`config.mk`:
```
export PLATFORM = sky130hd
export DESIGN_NAME = rx_fsm
export DESIGN_NICKNAME = d
export VERILOG_FILES = /design/src/rtl/rx_pkg.sv /design/src/rtl/rx_bit_timer.sv /design/src/rtl/rx_fsm.sv
export SDC_FILE = /design/constraint.sdc
export NUM_CORES = 1
export LEC_CHECK = 0
export ABC_CLOCK_PERIOD_IN_PS = 1760
export CORE_MARGIN = 2
export CORE_UTILIZATION = 35
export CTS_CLUSTER_SIZE = 16
export DETAILED_ROUTE_END_ITERATION = 7
export GPL_TIMING_DRIVEN = 0
export PLACE_DENSITY = 0.58
export REMOVE_ABC_BUFFERS = 1
export SYNTH_ARGS = -nofsm -noshare
export SYNTH_HDL_FRONTEND = slang
export SYNTH_SLANG_ARGS = --single-unit
export TNS_END_PERCENT = 1
```
`constraint.sdc`:
```
create_clock -name clk -period 1.76 [get_ports clk]
set_input_delay 0.352 -clock clk [delete_from_list [all_inputs] [get_ports clk]]
set_output_delay 0.352 -clock clk [all_outputs]
set_load 0.01 [all_outputs]
```
`src/rtl/rx_pkg.sv`:
```
// rx_pkg -- shared definitions for the serial receiver.
//   DATA_BITS  : payload width of one frame
//   IDLE_LEVEL : level of the serial line when no frame is in flight
//   rx_state_e : receiver FSM states; ST_PARITY exists only when
//                RX_PARITY_EN is defined
package rx_pkg;

    localparam int   DATA_BITS  = 8;
    localparam logic IDLE_LEVEL = 1'b1;

    typedef enum logic [2:0] {
        ST_IDLE   = 3'd0,
        ST_START  = 3'd1,
        ST_DATA   = 3'd2,
`ifdef RX_PARITY_EN
        ST_PARITY = 3'd3,
`endif
        ST_STOP   = 3'd4,
        ST_DONE   = 3'd5
    } rx_state_e;

endpackage

```
`src/rtl/rx_bit_timer.sv`:
```
// rx_bit_timer -- bit-period down-counter for the receiver.
//   clk, nrst : clock, asynchronous active-low reset (counter resets to 0)
//   load      : reload the counter this cycle
//   half      : with load, reload for half a bit period instead of a full one
//   tick      : counter has reached zero; the current period has elapsed
// The counter saturates at zero instead of wrapping, so a period that is
// not reloaded keeps reporting tick rather than silently restarting.
module rx_bit_timer #(
    parameter int CLKS_PER_BIT = 4
) (
    input  logic clk,
    input  logic nrst,
    input  logic load,
    input  logic half,
    output logic tick
);

    localparam int CW = $clog2(CLKS_PER_BIT);
    localparam logic [CW-1:0] FULL_LOAD = CW'(CLKS_PER_BIT - 1);
    localparam logic [CW-1:0] HALF_LOAD = CW'(CLKS_PER_BIT / 2 - 1);

    logic [CW-1:0] cnt_q;
    logic [CW-1:0] cnt_d;

    always_comb begin
        cnt_d = cnt_q;
        if (load) begin
            cnt_d = half ? HALF_LOAD : FULL_LOAD;
        end else if (cnt_q != '0) begin
            cnt_d = cnt_q - 1'b1;
        end
    end

    always_ff @(posedge clk or negedge nrst) begin
        if (!nrst) begin
            cnt_q <= '0;
        end else begin
            cnt_q <= cnt_d;
        end
    end

    assign tick = (cnt_q == '0);

endmodule

```
`src/rtl/rx_fsm.sv`:
```
// rx_fsm -- serial frame receiver (start, 8 data bits MSB first, stop).
// Optional feature: define RX_PARITY_EN to expect an even-parity bit after
// D0; a parity mismatch turns the frame into an error at the stop bit.
// Ports:
//   clk, nrst     : clock, asynchronous active-low reset
//   rx_ctrl       : receive enable; gates only the start of new frames
//   rx_din        : asynchronous serial line, idles high
//   rx_ack        : consumer acknowledge; clears rx_valid, rx_error, overrun
//   receive_ready : high while idle
//   rx_data       : payload of the last good frame
//   rx_valid      : rx_data holds an unacknowledged good frame
//   success       : one-cycle pulse per good frame (the cycle after the
//                   stop-bit sample); rx_data/rx_valid update at its end
//   rx_error      : sticky framing/parity error
//   overrun       : sticky; a good frame arrived while rx_valid was high
// Handshake: rx_valid rises with a new frame and stays high until a cycle
// with rx_ack=1. A frame completing in the same cycle as rx_ack keeps
// rx_valid high (the ack consumed the older frame) and does not overrun.
module rx_fsm
    import rx_pkg::*;
#(
    parameter int CLKS_PER_BIT = 4
) (
    input  logic       clk,
    input  logic       nrst,
    input  logic       rx_ctrl,
    input  logic       rx_din,
    input  logic       rx_ack,
    output logic       receive_ready,
    output logic [7:0] rx_data,
    output logic       rx_valid,
    output logic       success,
    output logic       rx_error,
    output logic       overrun
);

    localparam logic [2:0] LAST_BIT = 3'(DATA_BITS - 1);

    rx_state_e      state_q, state_d;
    logic           sync1_q, sync1_d;
    logic           sync2_q, sync2_d;
    logic           prev_q, prev_d;
    logic [7:0]     shift_q, shift_d;
    logic [2:0]     bit_cnt_q, bit_cnt_d;
    logic [7:0]     rx_data_q, rx_data_d;
    logic           rx_valid_q, rx_valid_d;
    logic           success_q, success_d;
    logic           rx_error_q, rx_error_d;
    logic           overrun_q, overrun_d;
`ifdef RX_PARITY_EN
    logic           par_err_q, par_err_d;
`endif

    logic rx_s;
    logic fall;
    logic stop_ok;
    logic tmr_load;
    logic tmr_half;
    logic tmr_tick;

    rx_bit_timer #(
        .CLKS_PER_BIT(CLKS_PER_BIT)
    ) u_timer (
        .clk  (clk),
        .nrst (nrst),
        .load (tmr_load),
        .half (tmr_half),
        .tick (tmr_tick)
    );

    // Two-flop synchronizer plus one history flop for 1->0 edge detection.
    assign sync1_d = rx_din;
    assign sync2_d = sync1_q;
    assign prev_d  = sync2_q;
    assign rx_s    = sync2_q;
    assign fall    = (prev_q == IDLE_LEVEL) && (rx_s != IDLE_LEVEL);

`ifdef RX_PARITY_EN
    assign stop_ok = (rx_s == IDLE_LEVEL) && !par_err_q;
`else
    assign stop_ok = (rx_s == IDLE_LEVEL);
`endif

    always_comb begin
        state_d    = state_q;
        shift_d    = shift_q;
        bit_cnt_d  = bit_cnt_q;
        rx_data_d  = rx_data_q;
        rx_valid_d = rx_valid_q;
        success_d  = 1'b0;
        rx_error_d = rx_error_q;
        overrun_d  = overrun_q;
        tmr_load   = 1'b0;
        tmr_half   = 1'b0;
`ifdef RX_PARITY_EN
        par_err_d  = par_err_q;
`endif

        if (rx_ack) begin
            rx_valid_d = 1'b0;
            rx_error_d = 1'b0;
            overrun_d  = 1'b0;
        end

        case (state_q)
            ST_IDLE: begin
                if (rx_ctrl && fall) begin
                    state_d  = ST_START;
                    tmr_load = 1'b1;
                    tmr_half = 1'b1;
                end
            end
            ST_START: begin
                // Mid-start-bit check rejects glitches shorter than half a bit.
                if (tmr_tick) begin
                    if (rx_s != IDLE_LEVEL) begin
                        state_d   = ST_DATA;
                        tmr_load  = 1'b1;
                        bit_cnt_d = 3'd0;
`ifdef RX_PARITY_EN
                        par_err_d = 1'b0;
`endif
                    end else begin
                        state_d = ST_IDLE;
                    end
                end
            end
            ST_DATA: begin
                if (tmr_tick) begin
                    shift_d  = {shift_q[6:0], rx_s};
                    tmr_load = 1'b1;
                    if (bit_cnt_q == LAST_BIT) begin
`ifdef RX_PARITY_EN
                        state_d = ST_PARITY;
`else
                        state_d = ST_STOP;
`endif
                    end else begin
                        bit_cnt_d = bit_cnt_q + 3'd1;
                    end
                end
            end
`ifdef RX_PARITY_EN
            ST_PARITY: begin
                // Even parity: data plus parity bit must hold an even count of ones.
                if (tmr_tick) begin
                    par_err_d = ^{shift_q, rx_s};
                    state_d   = ST_STOP;
                    tmr_load  = 1'b1;
                end
            end
`endif
            ST_STOP: begin
                if (tmr_tick) begin
                    if (stop_ok) begin
                        state_d   = ST_DONE;
                        success_d = 1'b1;
                    end else begin
                        rx_error_d = 1'b1;
                        state_d    = ST_IDLE;
                    end
                end
            end
            ST_DONE: begin
                rx_data_d  = shift_q;
                rx_valid_d = 1'b1;
                if (rx_valid_q && !rx_ack) begin
                    overrun_d = 1'b1;
                end
                state_d = ST_IDLE;
            end
            default: begin
                state_d = ST_IDLE;
            end
        endcase
    end

    always_ff @(posedge clk or negedge nrst) begin
        if (!nrst) begin
            state_q    <= ST_IDLE;
            sync1_q    <= IDLE_LEVEL;
            sync2_q    <= IDLE_LEVEL;
            prev_q     <= IDLE_LEVEL;
            shift_q    <= 8'h00;
            bit_cnt_q  <= 3'd0;
            rx_data_q  <= 8'h00;
            rx_valid_q <= 1'b0;
            success_q  <= 1'b0;
            rx_error_q <= 1'b0;
            overrun_q  <= 1'b0;
`ifdef RX_PARITY_EN
            par_err_q  <= 1'b0;
`endif
        end else begin
            state_q    <= state_d;
            sync1_q    <= sync1_d;
            sync2_q    <= sync2_d;
            prev_q     <= prev_d;
            shift_q    <= shift_d;
            bit_cnt_q  <= bit_cnt_d;
            rx_data_q  <= rx_data_d;
            rx_valid_q <= rx_valid_d;
            success_q  <= success_d;
            rx_error_q <= rx_error_d;
            overrun_q  <= overrun_d;
`ifdef RX_PARITY_EN
            par_err_q  <= par_err_d;
`endif
        end
    end

    assign receive_ready = (state_q == ST_IDLE);
    assign rx_data       = rx_data_q;
    assign rx_valid      = rx_valid_q;
    assign success       = success_q;
    assign rx_error      = rx_error_q;
    assign overrun       = overrun_q;

endmodule

```
==> flow_summary.ini, run 1 <==
[route]
dr.pass1.iters = 4
wl_per_cell_um = 12.6
via_per_inst = 4.74
ant_nets = 0
drtIter0Drc = 28
drt-total-wl_um = 2150
drc = 0
via_count = 811

[synthesis]
synth_seq_area_share_pct = 57.8
syn-cell-area_um2 = 1350
ys_warn_count = 0
ys_seq_elements = 31
ys_types = 31
synth_area_per_cell_um2 = 13.4
syn-instance-count = 101

[cells_and_area]
register_area_um2 = 783
syn2layout_area_growth_pct = 22.8
final_common_cell = dfrtp_1
multi_input_comb_area_um2 = 515
antenna_cells = 0
nets = 130
nFillCells = 354
final_cells = 171
drive_above_1_share_pct = 33.3
final_cell_mix = 25 x dfrtp_1, 17 x mux2_2, 15 x clkdlybuf4s50_1

[global_routing]
grt_use_total_pct = 12.2
grtUsageMet2_pct = 18.3
grt_use_met3_pct = 5.79
grt_max_degree = 32
grt_pass1_wl_um = 3950
antenna_found_initial = 0
grt_overflow = 0
grt_most_used_layer = met2
grt_pass1_vias = 868
use_met1_pct = 15.5

[clock_network]
root_buffer = clkbuf_8
cts_max_level = 2
cts_buffers = 5
tritoncts = yes
numClockSinks = 31
clock_latency_ns = 0.28
cts_hold_buffers = 0
clk_pin_slew_worst_paths_ns = 0.06
cts_buffer_depth = 2

[sta]
layout_min_cycle_time_ns = 1.62
setup_slack_ns = 0.142
relSlewSlack_pct = 54.7
rsz0062_at_grt = false
tightest_slew_ns = 0.680
setup-violations-final = 0
fin_crit_sh_pct = 91.9
holdWs_ns = 0.107
slew_violations = 0
skew_ns = 0.00638
final-hold-violation-count = 0
timing.fmax_mhz = 618

[floorplanning]
dieHeight_um = 66.1
io_pins = 18
fp-row-count = 22
coreArea_um2 = 3690
start_util_pct = 36.6
dieArea_um2 = 4370
fp.dieW_um = 66.1

[placed_design]
placed_cells = 161
place.gp.congestion = 0.710
pre_cts_ws_ns = -0.274
dpl.hpwl_um = 1450
portBuffers = 17

[setup_path]
cp-end-kind = primary output
critPathMaxFanout = 10
start_kind = register
worstSetupPathType = register to primary output
crit_arrival_ns = 1.27
required_ns = 1.41

[pwr]
leakagePower_uw = 0.000763
pwr_density_cell_nw_per_um2 = 1270
ir_drop_mv = 0.524
fin_total_pwr_uw = 2100

[outcome]
status = finished, final reports clean

[job]
maxCapViolCount = 0

[hold_path]
hold_path_class = primary input to asynchronous set/reset pin
[worst max-delay path, cell delays in order (launching register included)]
cell and delay, ns:
dfrtp_2 0.48, nor3_2 0.22, dlygate4sd2_1 0.29
[layer usage]
layer  vias up  share of wire (%)
li1        395                  -
met1       402                 48
met2        14                 47
met3         0                4.8
met4         0                  0
met5         -                  0
[area by class of cell]
cell class,instances,share of cell area [%]
sequential,31,47.3
multi-input combinational,60,31.1
timing repair buffer,19,10.8
clock buffer,8,6.04
tap,48,3.63
inverter,5,1.13
[report_power, final]
group / internal, uW / switching (uW)
clock: 356 / 248
sequential: 847 / 127
combinational: 295 / 223
total: 1500 / 598
[per-stage QoR]
step	util (%)	cell area [um2]	setup TNS, ns
4_1_cts	44.7	1650	0
3_3_place_gp	41.4	1530	-8.87
2_1_floorplan	-	1300	-0.160
5_1_grt	44.9	1660	0
6_report	44.9	1660	0
3_5_place_dp	41.4	1530	-9.62
[cell usage after synthesis]
| master | count | area share [%] |
|---|---|---|
| a21bo_2 | 1 | 0.74 |
| a21oi_1 | 1 | 0.37 |
| a22o_1 | 2 | 1.3 |
| a31oi_1 | 2 | 0.93 |
| a32oi_1 | 1 | 0.65 |
| and2b_1 | 2 | 1.1 |
| and2b_2 | 2 | 1.3 |
| buf_2 | 1 | 0.37 |
| buf_6 | 3 | 2.5 |
| clkbuf_8 | 1 | 1.0 |
| dfrtp_1 | 28 | 52 |
| dfstp_2 | 3 | 5.8 |
| ha_1 | 3 | 2.8 |
| inv_1 | 5 | 1.4 |
| mux2_2 | 17 | 14 |
| nand2_1 | 5 | 1.4 |
| nand2_4 | 1 | 0.83 |
| nand2b_1 | 1 | 0.46 |
| nand3_1 | 2 | 0.74 |
| nand3b_1 | 1 | 0.56 |
| nand4_1 | 2 | 0.93 |
| nand4b_1 | 1 | 0.65 |
| nor2_1 | 6 | 1.7 |
| nor3_1 | 1 | 0.37 |
| nor3b_1 | 1 | 0.56 |
| nor3b_2 | 1 | 0.93 |
| nor4bb_4 | 1 | 1.9 |
| o21ai_0 | 3 | 1.1 |
| o21ai_1 | 1 | 0.37 |
| o22ai_1 | 1 | 0.46 |
| xor2_1 | 1 | 0.65 |
[what timing repair did]
action,CTS,global route
setup buffers,2,0
resized for setup,6,2
endpoints found under the hold margin,0,0
setup endpoints to repair,12,11
pin swaps,1,0
[kinds of logic (layout without fill, tap and decap cells)]
family          Yosys count  after routing  synth area share (%)
simple gates             27             27                  13.4
mux                      17             17                  14.2
buf+inv                  10             32                  5.29
xor+xnor                  1              1                 0.649
flops                    31             31                  57.8
compound gates           12             12                  5.94
fa+ha+maj                 3              3                  2.78
[state kept, by name (all words and copies together) (netlist names), 2 cells and up]
signal and cells:
rx_data 8, bit_cnt_q 3, u_timer.cnt_q 2, shift_q 8, state_q 3
[final timing paths]
kind | startpoint | slack, ns | depth (start not counted) | end
worst min-delay path | nrst | 0.11 | 1 | u_timer.cnt_q[1]
worst min register to register | sync1_q | 0.36 | 0 | prev_d
min in group clk | sync1_q | 0.36 | 0 | prev_d
max in group asynchronous | nrst | 1.17 | 1 | state_q[2]
worst max-delay path | state_q[1] | 0.14 | 2 | receive_ready
worst max register to register | u_timer.cnt_q[0] | 0.19 | 5 | shift_q[7]
Note: power is estimated with default switching activity, not from simulation.
==> run 2, diff against run 1 <==
==> constraint.sdc (replaced) <==
create_clock -name clk -period 1.76 [get_ports clk]
set_input_delay 0.528 -clock clk [delete_from_list [all_inputs] [get_ports clk]]
set_output_delay 0.528 -clock clk [all_outputs]
set_load 0.01 [all_outputs]
==> flow_summary.ini, run 2 (synthesized netlist as in run 1, its figures left out) <==
[outcome]
status = finished, final reports clean

[clock_network]
tritoncts = yes
clk_pin_slew_worst_paths_ns = 0.06
cts_max_level = 2
clock_latency_ns = 0.28
cts_buffers = 5
cts_buffer_depth = 2
root_buffer = clkbuf_8
numClockSinks = 31

[job]
maxCapViolCount = 0

[route]
dr.pass1.iters = 4
via_per_inst = 4.85
drc = 0
drtIter0Drc = 33
wl_per_cell_um = 12.9
via_count = 848
ant_nets = 0
drt-total-wl_um = 2250

[cells_and_area]
multi_input_comb_area_um2 = 522
final_cell_mix = 25 x dfrtp_1, 17 x mux2_2, 14 x clkdlybuf4s50_1
nFillCells = 353
final_common_cell = dfrtp_1
antenna_cells = 0
nets = 134
register_area_um2 = 783
fin_util_pct = 46.0
syn2layout_area_growth_pct = 25.9
drive_above_1_share_pct = 36.2
final_cells = 175
fin_area_um2 = 1700

[sta]
rsz0062_at_grt = true
final-hold-violation-count = 0
slew_violations = 0
setup-violations-final = 0
skew_ns = 0.00653
layout_min_cycle_time_ns = 1.72
timing.fmax_mhz = 580
tightest_slew_ns = 0.681
fin_crit_sh_pct = 98.0
holdWs_ns = 0.283
relSlewSlack_pct = 54.6

[setup_path]
cp-end-kind = primary output
crit_arrival_ns = 1.20
slowest_delay_ns = 0.52
worstRegToRegCells = 5
reg2reg_slack_ns = 0.18
required_ns = 1.23
r2r-start = u_timer.cnt_q[0]
crit_chain = nor3_4, clkdlybuf4s15_2
worstSetupPathType = register to primary output
cp_num_buf_inv = 1
start_kind = register
r2r_end = shift_q[7]
cpLargestDelayFamily = flip-flops
critPathMaxFanout = 11
crit_slowest_cell = dfrtp_2

[global_routing]
grt_pass1_vias = 868
grt_max_degree = 32
grt_pass1_wl_um = 3950
grt_overflow = 0
antenna_found_initial = 0
grt_use_total_pct = 12.2

[placed_design]
place.gp.congestion = 0.710
placed_area_um2 = 1530
portBuffers = 17
placed_cells = 161
dpl.hpwl_um = 1450

[pwr]
fin_total_pwr_uw = 2180
ir_drop_mv = 0.524
leakagePower_uw = 0.000807
pwr_density_cell_nw_per_um2 = 1290

[floorplanning]
fp.dieW_um = 66.1
dieHeight_um = 66.1
coreArea_um2 = 3690
io_pins = 18
fp-row-count = 22
start_util_pct = 36.6
dieArea_um2 = 4370

[hold_path]
hold_path_class = primary input to asynchronous set/reset pin
run 2: worst max path at each step:
stage,from,end,cells after the start
after global placement,nrst,overrun,1
after global routing,state_q[2],receive_ready,2
after floorplan,u_timer.cnt_q[0],shift_q[0],4
after CTS,state_q[1],receive_ready,2
final,state_q[2],receive_ready,2
after detailed placement,nrst,rx_valid,1
run 2: area by class of cell:
cell class | count | share of cell area, %
multi-input cells | 60 | 30.7
clock buffers | 8 | 5.90
inverters | 5 | 1.11
well taps | 48 | 3.54
repair buffers | 23 | 12.6
flip-flops and latches | 31 | 46.1
run 2: per-layer routing:
metal	part of all wire (%)	vias to the layer above	global-route usage, %	routed length (um)
met1	47	422	15.5	1060
met3	5.1	0	5.79	114
met2	48	23	18.3	1080
li1	-	403	-	-
met5	0	-	0	0
met4	0	0	3.83	0
run 2: repair_timing:
item / in CTS / in global routing
pin swaps: 1 / 0
gates resized for setup: 8 / 4
endpoints found under the setup margin: 40 / 13
hold buffers: 0 / 0
buffers inserted: 2 / 4
run 2: where the power goes:
group / internal [uW] / switching, uW / leakage, uW
sequential: 847 / 102 / 0.000406
clock: 356 / 247 / 0.0000515
combinational: 357 / 275 / 0.000349
total: 1560 / 623 / 0.000807
run 2: through the flow:
step           setup TNS (ns)  worst slack, ns
6_report                    0           0.0358
5_1_grt              -0.00975         -0.00975
4_1_cts               -0.0122          -0.0122
3_5_place_dp           -15.13           -0.421
3_3_place_gp           -14.34           -0.406
2_1_floorplan          -0.160          -0.0200
==> run 3, diff against run 2 <==
Settings changed: DONT_BUFFER_PORTS set to 1, PLACE_DENSITY 0.58 to 0.52.
==> flow_summary.ini, run 3 (synthesized netlist as in run 1, its figures left out) <==
[route]
wl_per_cell_um = 14.3
via_count = 750
drc = 0
via_per_inst = 4.87
ant_nets = 0
drtIter0Drc = 33
drt-total-wl_um = 2210
dr.pass1.iters = 4

[setup_path]
critPathMaxFanout = 11
worstSetupPathType = register to primary output
slowest_delay_ns = 0.52
cp_num_buf_inv = 0
crit_arrival_ns = 1.14
start_kind = register
crit_slowest_cell = dfrtp_1
cpLargestDelayFamily = flip-flops
crit_chain = nor3_2
path_depth = 1
cp-end-kind = primary output
reg2reg_slack_ns = 0.11
worstRegToRegCells = 5
required_ns = 1.23

[clock_network]
cts_max_level = 2
clk_pin_slew_worst_paths_ns = 0.06
cts_buffer_depth = 2
cts_buffers = 5
clock_latency_ns = 0.27
numClockSinks = 31
tritoncts = yes
root_buffer = clkbuf_8

[cells_and_area]
nets = 114
syn2layout_area_growth_pct = 10.2
drive_above_1_share_pct = 35.8
final_cell_mix = 28 x dfrtp_1, 17 x mux2_2, 6 x nor2_1, 6 x clkbuf_8
antenna_cells = 0
fin_area_um2 = 1490
final_common_cell = dfrtp_1

[sta]
timing.fmax_mhz = 599
skew_ns = 0.00503
slew_violations = 0
final-hold-violation-count = 0
setup-violations-final = 0
setup_slack_ns = 0.0905
relSlewSlack_pct = 69.5
layout_min_cycle_time_ns = 1.67
tightest_slew_ns = 0.458
finalSetupTns_ns = 0
fin_crit_sh_pct = 94.9
holdWs_ns = 0.0677
rsz0062_at_grt = false

[global_routing]
grt_max_degree = 29
grt_pass1_wl_um = 3730
grt_use_total_pct = 11.9
grt_pass1_vias = 759
antenna_found_initial = 0
grt_overflow = 0

[job]
maxCapViolCount = 0

[floorplanning]
io_pins = 18
fp-row-count = 22
dieHeight_um = 66.1
coreArea_um2 = 3690
fp.dieW_um = 66.1
dieArea_um2 = 4370
start_util_pct = 36.6

[pwr]
fin_total_pwr_uw = 1990
ir_drop_mv = 0.506
leakagePower_uw = 0.000710
pwr_density_cell_nw_per_um2 = 1340

[placed_design]
portBuffers = 0
dpl.hpwl_um = 1460
place.gp.congestion = 0.762
pre_cts_ws_ns = -0.283
placed_area_um2 = 1360

[hold_path]
hold_path_class = primary input to asynchronous set/reset pin

[outcome]
status = finished, final reports clean
## run 3: changes by cell type in the layout (fill, tap and decap cells not counted), sizes merged
| cell | delta |
|---|---|
| buf | -4 |
| clkdlybuf4s50 | -14 |
| clkdlybuf4s15 | -1 |
| clkinv | +1 |
| clkbuf | -2 |
| dlymetal6s2s | -1 |
## run 3: layer usage
layer / vias up / part of all wire [%] / track usage, %
li1: 359 / - / -
met1: 370 / 46 / 15.6
met2: 16 / 46 / 16.9
met3: 5 / 6.2 / 5.79
met4: 0 / 1.8 / 4.59
met5: - / 0 / 0
## run 3: worst paths after layout
check | to | from
min | overrun | nrst
min in group clk | sync1_q | rx_din
min reg2reg | prev_d | sync1_q
max | receive_ready | state_q[0]
max in group asynchronous | rx_data[2] | nrst
max reg2reg | shift_q[3] | u_timer.cnt_q[0]
## run 3: layout make-up
class | count | area (um2)
flip-flops and latches | 31 | 779
repair buffers | 3 | 35.0
inverters | 5 | 18.8
clock buffers | 6 | 82.6
clock inverters | 1 | 5.00
fillers | 362 | 2200
multi-input cells | 60 | 505
well taps | 48 | 60.1
## run 3: report_power, final
group,switching [uW],leakage (uW),internal [uW]
sequential,128,0.000411,842
combinational,211,0.000252,263
clock,238,0.0000470,306
total,577,0.000710,1410
## run 3: repair_timing
action / in CTS / in global routing
buffers inserted: 2 / 0
setup endpoints to repair: 12 / 0
hold buffers: 1 / 0
gates resized for setup: 2 / 0
hold endpoints to repair: 28 / 0
## run 3: metrics by stage
| stage | utilization, % | instances |
|---|---|---|
| floorplan | - | 96 |
| global placement | 36.8 | 144 |
| detailed placement | 36.8 | 144 |
| CTS | 40.3 | 154 |
| global route | 40.3 | 154 |
| finish | 40.3 | 154 |
